===== config.mk =====
export PLATFORM = sky130hd
export DESIGN_NAME = music_box_state_play_recording
export DESIGN_NICKNAME = d
export VERILOG_FILES = /design/src/rtl/music_box_pkg.sv /design/src/rtl/music_box_state_play_recording.sv
export SDC_FILE = /design/constraint.sdc
export NUM_CORES = 1
export LEC_CHECK = 0
export ABC_AREA = 0
export BUFFER_PORTS_ARGS = -buffer_cell sky130_fd_sc_hd__buf_2
export CORE_MARGIN = 2
export CORE_UTILIZATION = 28
export CTS_CLUSTER_DIAMETER = 200
export DETAILED_ROUTE_END_ITERATION = 8
export PLACE_DENSITY_LB_ADDON = 0.25
export SYNTH_ARGS = -nofsm -noshare
export SYNTH_HDL_FRONTEND = slang
export SYNTH_SLANG_ARGS = --single-unit

===== constraint.sdc =====
create_clock -name clock_50Mhz -period 1.75 [get_ports clock_50Mhz]
set_input_delay 0.0875 -clock clock_50Mhz [delete_from_list [all_inputs] [get_ports clock_50Mhz]]
set_output_delay 0.0875 -clock clock_50Mhz [all_outputs]
set_load 0.05 [all_outputs]

===== src/rtl/music_box_pkg.sv =====
// Shared music box definitions: controller state encodings and recording memory geometry.
// Used by both the record and play state blocks.
package music_box_pkg;

    typedef enum logic [4:0] {
        DO_NOTHING     = 5'd0,
        MAKE_RECORDING = 5'd1,
        PLAY_RECORDING = 5'd2
    } music_state_t;

    localparam int REC_ADDR_WIDTH = 13;
    localparam int REC_DATA_WIDTH = 8;

endpackage


===== src/rtl/music_box_state_play_recording.sv =====
// Plays recorded samples back in address order, one memory read per 1 kHz tick.
// Tick to sample_valid is 2 + memory latency cycles; ticks arriving mid-read are dropped and counted.
module music_box_state_play_recording
    import music_box_pkg::*;
#(
    parameter logic [4:0] PLAY_STATE = PLAY_RECORDING,
    parameter int         ADDR_WIDTH = REC_ADDR_WIDTH,
    parameter int         DATA_WIDTH = REC_DATA_WIDTH,
    parameter int         RD_TIMEOUT = 16
) (
    input  logic                  clock_50Mhz,
    input  logic                  reset,
    input  logic                  tick_1Khz,
    input  logic [4:0]            currentState,
    input  logic [ADDR_WIDTH-1:0] rec_length,
    output logic                  mem_rd_en,
    output logic [ADDR_WIDTH-1:0] mem_addr,
    input  logic                  mem_rd_valid,
    input  logic [DATA_WIDTH-1:0] mem_rd_data,
    output logic [DATA_WIDTH-1:0] sample_out,
    output logic                  sample_valid,
    output logic                  stateComplete,
    output logic [31:0]           debugString
);

    typedef enum logic [2:0] {
        IDLE  = 3'd0,
        ARM   = 3'd1,
        FETCH = 3'd2,
        WAIT  = 3'd3,
        DONE  = 3'd4
    } play_state_t;

    localparam int TW = $clog2(RD_TIMEOUT + 1);

    play_state_t           state;
    play_state_t           state_nxt;
    logic [ADDR_WIDTH-1:0] len;
    logic [ADDR_WIDTH-1:0] addr;
    logic [ADDR_WIDTH-1:0] addr_inc;
    logic [TW-1:0]         tmo_cnt;
    logic [7:0]            underrun;
    logic                  err;
    logic                  active;
    logic                  accept;
    logic                  timeout;

    assign active   = (currentState == PLAY_STATE);
    assign addr_inc = addr + ADDR_WIDTH'(1);

    always_comb begin
        state_nxt = state;
        accept    = 1'b0;
        timeout   = 1'b0;
        case (state)
            IDLE: begin
                if (active) state_nxt = ARM;
            end
            ARM: begin
                if (!active)           state_nxt = IDLE;
                else if (len == '0)    state_nxt = DONE;
                else if (tick_1Khz)    state_nxt = FETCH;
            end
            FETCH: begin
                state_nxt = active ? WAIT : IDLE;
            end
            WAIT: begin
                // Leaving the play state wins over a same-cycle read return.
                if (!active) begin
                    state_nxt = IDLE;
                end else if (mem_rd_valid) begin
                    accept    = 1'b1;
                    state_nxt = (addr_inc == len) ? DONE : ARM;
                end else if (tmo_cnt == TW'(RD_TIMEOUT - 1)) begin
                    timeout   = 1'b1;
                    state_nxt = DONE;
                end
            end
            DONE: begin
                if (!active) state_nxt = IDLE;
            end
            default: state_nxt = IDLE;
        endcase
    end

    always_ff @(posedge clock_50Mhz or posedge reset) begin
        if (reset) begin
            state        <= IDLE;
            len          <= '0;
            addr         <= '0;
            tmo_cnt      <= '0;
            underrun     <= '0;
            err          <= 1'b0;
            sample_out   <= '0;
            sample_valid <= 1'b0;
        end else begin
            state        <= state_nxt;
            sample_valid <= accept;
            tmo_cnt      <= (state == WAIT) ? tmo_cnt + TW'(1) : '0;
            if (accept) begin
                sample_out <= mem_rd_data;
                addr       <= addr_inc;
            end
            if (state == IDLE && active) begin
                len      <= rec_length;
                addr     <= '0;
                underrun <= '0;
                err      <= 1'b0;
            end else begin
                if (tick_1Khz && (state == FETCH || state == WAIT) && underrun != 8'hFF)
                    underrun <= underrun + 8'd1;
                if (timeout)
                    err <= 1'b1;
            end
        end
    end

    assign mem_rd_en     = (state == FETCH);
    assign mem_addr      = mem_rd_en ? addr : '0;
    assign stateComplete = (state == DONE);
    assign debugString   = {underrun, 3'(state), err, 4'b0000, 16'(addr)};

endmodule


==> impl_results.md <==
- Library cells used by synthesis: 52
- Global route total overflow: 0
- Worst-path cell chain: ha_4, xor2_2, nor2_1, and4b_1, and4b_1, o2111ai_2, a211o_1
- EDFF count, synth: 0
- Die width: between 100 and 150 µm
- Multi-input gate area: roughly 0.0015 mm²
- DRT iter0 DRCs: 62
- Hold Fails Final Rpt: 0
- Fin worst setup slack: -0.1453 ns
- Die area: 0.01112 mm²
- RSZ-0062 raised after global routing: yes
- Critical path fanouts, max: 3
- DR pass1 iterations: 4
- Slowest stage cell, crit path: dfrtp_2
- Hpwl dp: approximately 5700 µm
- Num Clock Sinks: 52
- CP max stage delay: 0.44 ns
- Initial Util: 0.2843
- Worst-Skew Late Latency: between 0.3 and 0.4 ns
- #FFs+latches synth: 52
- Lkg Pwr: 2.056 nW
- Pwr dens: 658.5 mW/mm²
- CP top delay family: simple AND/OR/NAND/NOR gates
- Vias per inst: 4.627
- Final setup viols: 1
- Worst Path Buf+Inv: 0
- Worst-path clk slew: about 0.10 ns
- Pin count of the biggest net entering global routing: 53
- Status: finished with violations
- First-pass GRT wire length: 13090 µm
- Tcrit/Tclk final: 1.083
- Initial antenna violation count: 0
- Vias in the first global route: approximately 2600
- Setup Crit Path Kind: flop to flop
- Fraction of layout instances using a drive strength above 1: 0.4659
- Avg WL per Cell: 14.08 µm
- Post-synthesis sequential area ratio: 0.4514
- Flip-flop and latch area: roughly 0.0013 mm²
- Root Buffer: clkbuf_8
- Vias: around 2600
- Syn Std Cell Area: 0.002883 mm²
- PortBufs: just under 80
- CTS tree: done
- Max_cap viols: 0
- Critical Path Sink Type: flop
- CTS Buf Count: 5
- Min-delay worst type: input port to flop
- Top-level I/O count: 86
- Setup Skew: 0.01609 ns
- Warnings, synthesis: 0
- Global-route usage over all layers: 0.1476
- Die Span Y: between 100 and 150 µm
- Max clock buf depth: 2
- Nets: ~460
- Gp weighted congestion: 0.8684
- Crit path required time: 1.93 ns
- CP arrival: roughly 2.1 ns
- Syn avg cell area: 9.772 µm²
- Pins Over Slew Limit: 0
- Hold_sp: rec_length[1]
- Mapped Cells: around 300
- Diodes inserted: 0
- Worst setup SP type: flop
- Critical Path Most Common Cell: and4b_1
- Asr flop ratio synth: 1.000
- Total of fill cells in the finished design: 989
- FF-to-FF Start: addr[1]
- Detailed Route WL: ~7900 µm
- Synth-to-Final Area Change: 44.70%
- Core Footprint: approximately 0.01 mm²
- Power consumption: 2.747 mW
- Min Tclk post-route: ~1.9 ns
- Hold Slack: 0.01142 ns
- VDD IR max: 360.4 µV
- Fmax: roughly 530 MHz
- Row count: 37
- H-tree depth: 2
- Synth Flop Type: dfrtp_1
- Violated checks: setup timing
- DRT antenna net count: 0
- Residual DRC: 0
- Setup crit start: addr[1]
==> per-stage QoR <==
stage / utilization / std cells / TNS [ns] / cell area [µm²] / setup slack (ns)
after floorplan: - / 301 / -1.126 / 3007 / -0.2828
after global placement: 0.3699 / 539 / -0.6243 / 3750 / -0.1135
after detailed placement: 0.3699 / 539 / -1.216 / 3750 / -0.1621
after CTS: 0.4043 / 560 / -0.1344 / 4099 / -0.1276
after global routing: 0.4115 / 561 / -0.3365 / 4172 / -0.2109
final: 0.4115 / 561 / -0.1453 / 4172 / -0.1453
==> path summary, 6_finish.rpt <==
check                                 to  slack, ns  cells past startpoint
setup / recovery                state[0]      -0.15                      7
setup reg to reg                state[0]      -0.15                      7
hold / removal                    len[1]       0.01                      2
min in group asynchronous  sample_out[2]       0.36                      4
max in group asynchronous       state[0]       1.12                      4
hold reg to reg            sample_out[4]       0.49                      2
==> repair_timing <==
| action | in CTS | in global routing |
|---|---|---|
| hold endpoints to repair | 61 | 1 |
| cloned | 1 | 0 |
| buffers inserted | 2 | 1 |
| pin swaps | 5 | 5 |
| endpoints found under the setup margin | 28 | 21 |
| hold buffers | 10 | 1 |
| gates resized for setup | 32 | 18 |
==> layer usage <==
metal | GRT usage | share of wire
met1 | 0.1902 | 0.45
met2 | 0.2410 | 0.47
met3 | 0.02721 | 0.043
met4 | 0.06476 | 0.031
met5 | 0 | 0
==> cells in the mapped netlist, drive strengths merged (8+ instances only) <==
library cell,number,share of area
nor2,24,0.031
nand2,36,0.048
xor2,12,0.036
buf,17,0.043
and2,20,0.044
o21ai,22,0.038
xnor2,8,0.024
nand3,9,0.016
dfrtp,52,0.45
mux2,14,0.055
==> cells by family (layout without fill, tap and decap cells) <==
family                   Yosys count  after routing  synth area share
AND/OR/NAND/NOR                  124            124            0.2279
flip-flops                        52             52            0.4514
AO/OA/AOI/OAI                     51             51            0.1228
buffers and inverters             27            151           0.05686
XOR/XNOR                          20             20           0.06076
multiplexers                      16             16           0.06163
adder cells (fa/ha/maj)            4              4           0.01736
other                              1              7          0.001301
==> power breakdown <==
part	switching, mW	internal [mW]	total [mW]
Clock	0.407	0.572	0.979
Sequential	0.0822	1.27	1.35
Combinational	0.198	0.214	0.412
==> flip-flops by register name (all words and copies together), names as in the netlist <==
signal        cells
underrun          8
len              13
sample_valid      1
state             3
addr             13
err               1
sample_out        8
tmo_cnt           5
==> worst reg2reg max path, cell delays in order (launching register included) <==
cell and delay, ns:
dfrtp_2 0.44, ha_4 0.26, xor2_2 0.15, nor2_1 0.11
and4b_1 0.19, and4b_1 0.21, o2111ai_2 0.14, a211o_1 0.28
==> layout make-up <==
| type | instances | share of cell area |
|---|---|---|
| multi-input combinational | 222 | 0.3689 |
| sequential | 52 | 0.3170 |
| timing repair buffer | 138 | 0.2370 |
| tap | 136 | 0.04079 |
| clock buffer | 6 | 0.01740 |
| clock inverter | 2 | 0.01440 |
| inverter | 5 | 0.004499 |
==> layout by cell type, fill, tap and decap left out, types with 7 or more instances in the layout <==
cell / n
and2_1: 9
and2_2: 9
buf_2: 65
buf_4: 43
buf_6: 16
conb_1: 7
dfrtp_1: 35
dfrtp_2: 17
dlygate4sd3_1: 11
mux2_2: 14
nand2_1: 35
nand3_1: 8
nor2_1: 23
o21ai_0: 21
xnor2_1: 8
xor2_1: 11
Power figures use the tool's default switching activity.
